[config.mk]
export PLATFORM = sky130hd
export DESIGN_NAME = imm_extend_unit
export DESIGN_NICKNAME = d
export VERILOG_FILES = /design/src/rtl/mips_pkg.sv /design/src/rtl/imm_ext_core.sv /design/src/rtl/imm_extend_unit.sv
export SDC_FILE = /design/constraint.sdc
export NUM_CORES = 1
export LEC_CHECK = 0
export CAP_MARGIN = 30
export CORE_AREA = 2 2 106 108
export DETAILED_ROUTE_END_ITERATION = 12
export DIE_AREA = 0 0 108 110
export GPL_TIMING_DRIVEN = 1
export MAX_ROUTING_LAYER = met4
export SLEW_MARGIN = 15
export SYNTH_ARGS = -nofsm -noshare
export SYNTH_HDL_FRONTEND = slang
export SYNTH_HIERARCHICAL = 1
export SYNTH_SLANG_ARGS = --single-unit
[constraint.sdc]
create_clock -name clk -period 1.4 [get_ports clk]
set_clock_uncertainty 0.1 [all_clocks]
set_input_delay 0.14 -clock clk [delete_from_list [all_inputs] [get_ports clk]]
set_output_delay 0.14 -clock clk [all_outputs]
set_load 0.005 [all_outputs]
[src/rtl/mips_pkg.sv]
// Shared MIPS datapath definitions: immediate-extension mode encoding used by
// the instruction decoder and the immediate-extension unit.
package mips_pkg;

    typedef enum logic [1:0] {
        EXT_SIGN   = 2'd0,
        EXT_ZERO   = 2'd1,
        EXT_UPPER  = 2'd2,
        EXT_BRANCH = 2'd3
    } ext_mode_e;

    localparam int unsigned IMM_FIFO_DEPTH = 2;

endpackage

[src/rtl/imm_ext_core.sv]
// Combinational immediate extender: sign, zero, upper (LUI) and branch-offset forms.
module imm_ext_core
    import mips_pkg::*;
#(
    parameter int unsigned IN_W     = 16,
    parameter int unsigned OUT_W    = 32,
    parameter int unsigned BR_SHIFT = 2
) (
    input  logic [IN_W-1:0]  imm_i,
    input  ext_mode_e        mode_i,
    output logic [OUT_W-1:0] ext_o
);

    logic [OUT_W-1:0] sext;
    logic [OUT_W-1:0] zext;
    logic [OUT_W-1:0] upper;
    logic [OUT_W-1:0] branch;

    // A zero-width replication is illegal, so the full-width case is split out.
    if (IN_W == OUT_W) begin : g_full
        assign sext  = imm_i;
        assign zext  = imm_i;
        assign upper = imm_i;
    end else begin : g_narrow
        assign sext  = {{(OUT_W-IN_W){imm_i[IN_W-1]}}, imm_i};
        assign zext  = {{(OUT_W-IN_W){1'b0}}, imm_i};
        assign upper = {imm_i, {(OUT_W-IN_W){1'b0}}};
    end

    assign branch = sext << BR_SHIFT;

    always_comb begin
        ext_o = sext;
        case (mode_i)
            EXT_SIGN:   ext_o = sext;
            EXT_ZERO:   ext_o = zext;
            EXT_UPPER:  ext_o = upper;
            EXT_BRANCH: ext_o = branch;
            default:    ext_o = sext;
        endcase
    end

endmodule

[src/rtl/imm_extend_unit.sv]
// Buffered immediate-extension unit: extends on accept and queues {data, tag}
// in a 2-entry FIFO feeding the ALU-B mux and branch-target adder.
module imm_extend_unit
    import mips_pkg::*;
#(
    parameter int unsigned IN_W     = 16,
    parameter int unsigned OUT_W    = 32,
    parameter int unsigned BR_SHIFT = 2,
    parameter int unsigned TAG_W    = 5
) (
    input  logic             clk,
    input  logic             rst,
    input  logic             in_valid,
    output logic             in_ready,
    input  logic [IN_W-1:0]  in_imm,
    input  logic [1:0]       in_mode,
    input  logic [TAG_W-1:0] in_tag,
    output logic             out_valid,
    input  logic             out_ready,
    output logic [OUT_W-1:0] out_data,
    output logic [TAG_W-1:0] out_tag,
    output logic [1:0]       out_count
);

    logic [OUT_W-1:0] ext_data;

    logic [OUT_W-1:0] data_q [IMM_FIFO_DEPTH];
    logic [OUT_W-1:0] data_d [IMM_FIFO_DEPTH];
    logic [TAG_W-1:0] tag_q  [IMM_FIFO_DEPTH];
    logic [TAG_W-1:0] tag_d  [IMM_FIFO_DEPTH];
    logic             wr_ptr_q, wr_ptr_d;
    logic             rd_ptr_q, rd_ptr_d;
    logic [1:0]       count_q,  count_d;
    logic             push;
    logic             pop;

    imm_ext_core #(
        .IN_W     (IN_W),
        .OUT_W    (OUT_W),
        .BR_SHIFT (BR_SHIFT)
    ) u_core (
        .imm_i  (in_imm),
        .mode_i (ext_mode_e'(in_mode)),
        .ext_o  (ext_data)
    );

    // Handshake depends only on registered occupancy: no out_ready -> in_ready path.
    assign in_ready  = (count_q != 2'd2);
    assign out_valid = (count_q != 2'd0);
    assign push      = in_valid && in_ready;
    assign pop       = out_valid && out_ready;

    always_comb begin
        data_d   = data_q;
        tag_d    = tag_q;
        wr_ptr_d = wr_ptr_q;
        rd_ptr_d = rd_ptr_q;
        count_d  = count_q;
        if (push) begin
            data_d[wr_ptr_q] = ext_data;
            tag_d[wr_ptr_q]  = in_tag;
            wr_ptr_d         = ~wr_ptr_q;
        end
        if (pop) begin
            rd_ptr_d = ~rd_ptr_q;
        end
        case ({push, pop})
            2'b10:   count_d = count_q + 2'd1;
            2'b01:   count_d = count_q - 2'd1;
            default: count_d = count_q;
        endcase
    end

    always_ff @(posedge clk) begin
        if (rst) begin
            for (int i = 0; i < IMM_FIFO_DEPTH; i++) begin
                data_q[i] <= '0;
                tag_q[i]  <= '0;
            end
            wr_ptr_q <= 1'b0;
            rd_ptr_q <= 1'b0;
            count_q  <= 2'd0;
        end else begin
            data_q   <= data_d;
            tag_q    <= tag_d;
            wr_ptr_q <= wr_ptr_d;
            rd_ptr_q <= rd_ptr_d;
            count_q  <= count_d;
        end
    end

    assign out_data  = data_q[rd_ptr_q];
    assign out_tag   = tag_q[rd_ptr_q];
    assign out_count = count_q;

endmodule
==> reports/metrics.csv, run 1 <==
metric,value,unit
status,"finished, violations left",
failing checks,setup timing,
Post-synth top cells,"o21ai_0, dfxtp_1, nand2b_1",
Hold WC Path Type,primary input to register,
max-slew violation count,0,
hold path startpoint,rst,
largest cells by area after synthesis,"dfxtp_1, mux2i_1, nand2b_1, mux2_2, o21ai_0",
layout cell share with drive strength beyond 1,0.365,
crit-path max FO,5,
initial DRC count,147,
Hold Path End,out_count[1],
hold path depth,3,
final setup fails,99,
largest net degree at the start of global routing,61,
worst r2r path cells,8,
# DRC,0,
"Design Area, Final",0.00619,mm2
cells along the critical path,"buf_12, buf_16, buf_12, mux2_4, buf_6",
Rows,38,
DR pass1 iterations,4,
Post-Route WL,12600,um
CTS tree,yes,
fin crit period,1800,ps
Max-Cap Viols,0,
met1 WL,6040,um
Clock Pin Slew Worst Setup and Hold Paths,80,ps
Clock Tree Root,clkbuf_8,
Worst path top cell family by delay,buffers and inverters,
initial antenna violation count,0,
total number of yosys warnings,6,
syn nets,478,
Die Ht,110,um
most frequent CP cell,buf_12,
IO Port Bufs,67,
"EDFF count, synth",0,
VDD IR max,0.844,mV
synthesis-to-finish area growth,46.2,%
GP Congestion,0.859,
critical path arrival,1560,ps
Slew HR,0.664,
TritonCTS buffer count,9,
H-tree Lvls,3,
Max Freq,0.555,GHz
DR WL/cell,18.3,um
# diodes,0,
Longest Clk Path Bufs,2,
Die W,108,um
top_reg_cell synth,dfxtp_1,
Routed Antenna Nets,0,
CP Class,register to primary output,
full die area,0.0119,mm2
slowest CP cell,dfxtp_4,
synthesized flop and latch total,78,
Startpoint Class,register,
initial core utilization,0.395,
unrepaired setup endpoints after global routing,yes,
Vias,3598,
Post-synth ARST share,0,
top-count cell post-synth,o21ai_0,
via-per-instance ratio,5.21,
Mapped Cells,450,
Cell Pwr Density,1330,mW/mm2
Worst-Skew Late Latency,350,ps
DR WL met3,444,um
Core Region,0.0107,mm2
cell accounting for the most synthesized area,dfxtp_1,
TNS Setup,-16540,ps
worst slew pin tran,504,ps
clock sink count,78,
Final nets,575,
placed cell area,0.00517,mm2
Setup WS post-layout,-401,ps
Highest Signal Layer,met4,
Synth Cell Area,0.00423,mm2
register-to-register setup slack,-180,ps
Crit path required time,1160,ps
post-synth cell types,37,
CP max stage delay,380,ps
R2R Path Start,out_count[1],
R2R Path End,out_count[1],
"Seq/Total Area, Yosys",0.369,
I/O Pins,68,
syn avg cell area,9.40,um2
first-pass GRT wire length,18700,um
period utilization,1.29,
"Buf+Inv Stages, Crit Path",4,
gr ovfl total,0,
Worst setup EP type,primary output,
gr usage total,0.209,
DP HPWL,7000,um
vias in the first global route,3566,
Lkg Pwr,2.55,nW
"Hold Vio Cnt, Final",0,
metal2 WL,5970,um
top-area cell type share of the netlist area,0.369,
[state kept, by name, indices dropped and copies added, names as in the netlist]
register / flops
tag_q: 10
wr_ptr_q: 1
rd_ptr_q: 1
out_count: 2
data_q: 64
[repair_timing]
item / 4_1_cts / 5_1_grt
resized for setup: 267 / 59
pin swaps: 2 / 29
hold buffers: 0 / 0
gates cloned: 4 / 8
setup buffers: 17 / 5
endpoints found under the setup margin: 42 / 113
hold endpoints to repair: 0 / 0
[kinds of logic after synthesis]
| group | count (synthesis) | synth area share |
|---|---|---|
| and+or+nand+nor | 126 | 0.193 |
| AOI/OAI and AO/OA | 109 | 0.144 |
| muxes | 89 | 0.222 |
| DFF | 78 | 0.369 |
| buffers and inverters | 44 | 0.0633 |
| xor gates and xnor gates | 3 | 0.00621 |
| adders and majority gates | 1 | 0.00296 |
[cell type report]
| class | instances | area [um2] |
|---|---|---|
| sequential | 78 | 1570 |
| clock inverter | 4 | 25.0 |
| fill | 938 | 4510 |
| clock buffer | 10 | 138 |
| tap | 140 | 175 |
| multi-input combinational | 328 | 2690 |
| inverter | 3 | 11.3 |
| timing repair buffer | 127 | 1570 |
[cell usage in the layout, fill, tap and decap left out, types with 3 or more instances in the layout]
cell and count:
a22o_2 3, o21ai_0 47, a22o_1 11, buf_6 49, o21ai_1 14, buf_8 3
nor2b_1 37, clkbuf_16 5, clkbuf_8 10, buf_4 21, dfxtp_1 75, clkdlybuf4s50_1 25
nand2b_1 75, buf_12 18, o21ai_2 30, mux2_4 37, mux2i_1 52
[where the power goes]
group | internal (mW) | total (mW) | switching [mW]
registers | 2.47 | 2.64 | 0.171
clock network | 0.667 | 1.52 | 0.848
logic | 2.41 | 4.08 | 1.67
total | 5.55 | 8.23 | 2.69
[stage by stage]
stage               std cells  total power, mW  worst slack, ps   util  hold slack, ps
floorplan                 450             3.98            -42.5      -             210
global placement          646             5.13             -264  0.483             356
detailed placement        646             5.15             -283  0.483             363
CTS                       680             7.86             -410  0.551             157
global route              690             8.58             -423  0.578             195
finish                    690             8.23             -401  0.578             159
[tightest hold or removal path: stages]
cell and delay (ps):
buf_2 140, buf_12 220, a21oi_1 60
[worst max path at each step]
stage / end / slack (ps) / depth (start not counted) / startpoint
3_3_place_gp: data_q[46] / -260 / 6 / in_mode[1]
2_1_floorplan: out_count[1] / -40 / 7 / out_count[1]
3_5_place_dp: data_q[63] / -280 / 5 / in_mode[1]
5_1_grt: out_data[15] / -420 / 5 / rd_ptr_q
4_1_cts: out_data[8] / -410 / 5 / rd_ptr_q
6_report: out_data[15] / -400 / 5 / rd_ptr_q
[per-layer routing]
layer | vias up | GRT usage
met5 | - | -
li1 | 1744 | -
met4 | 0 | 0.0714
met3 | 16 | 0.0223
met1 | 1752 | 0.280
met2 | 86 | 0.331
No activity file was read; power rests on OpenSTA's default activity.
==> run 2: changes to the inputs <==
Settings changed: CTS_CLUSTER_DIAMETER from default to 50.
==> results of run 2 <==
Final layout, timing and power as in run 1 (identical DEF).
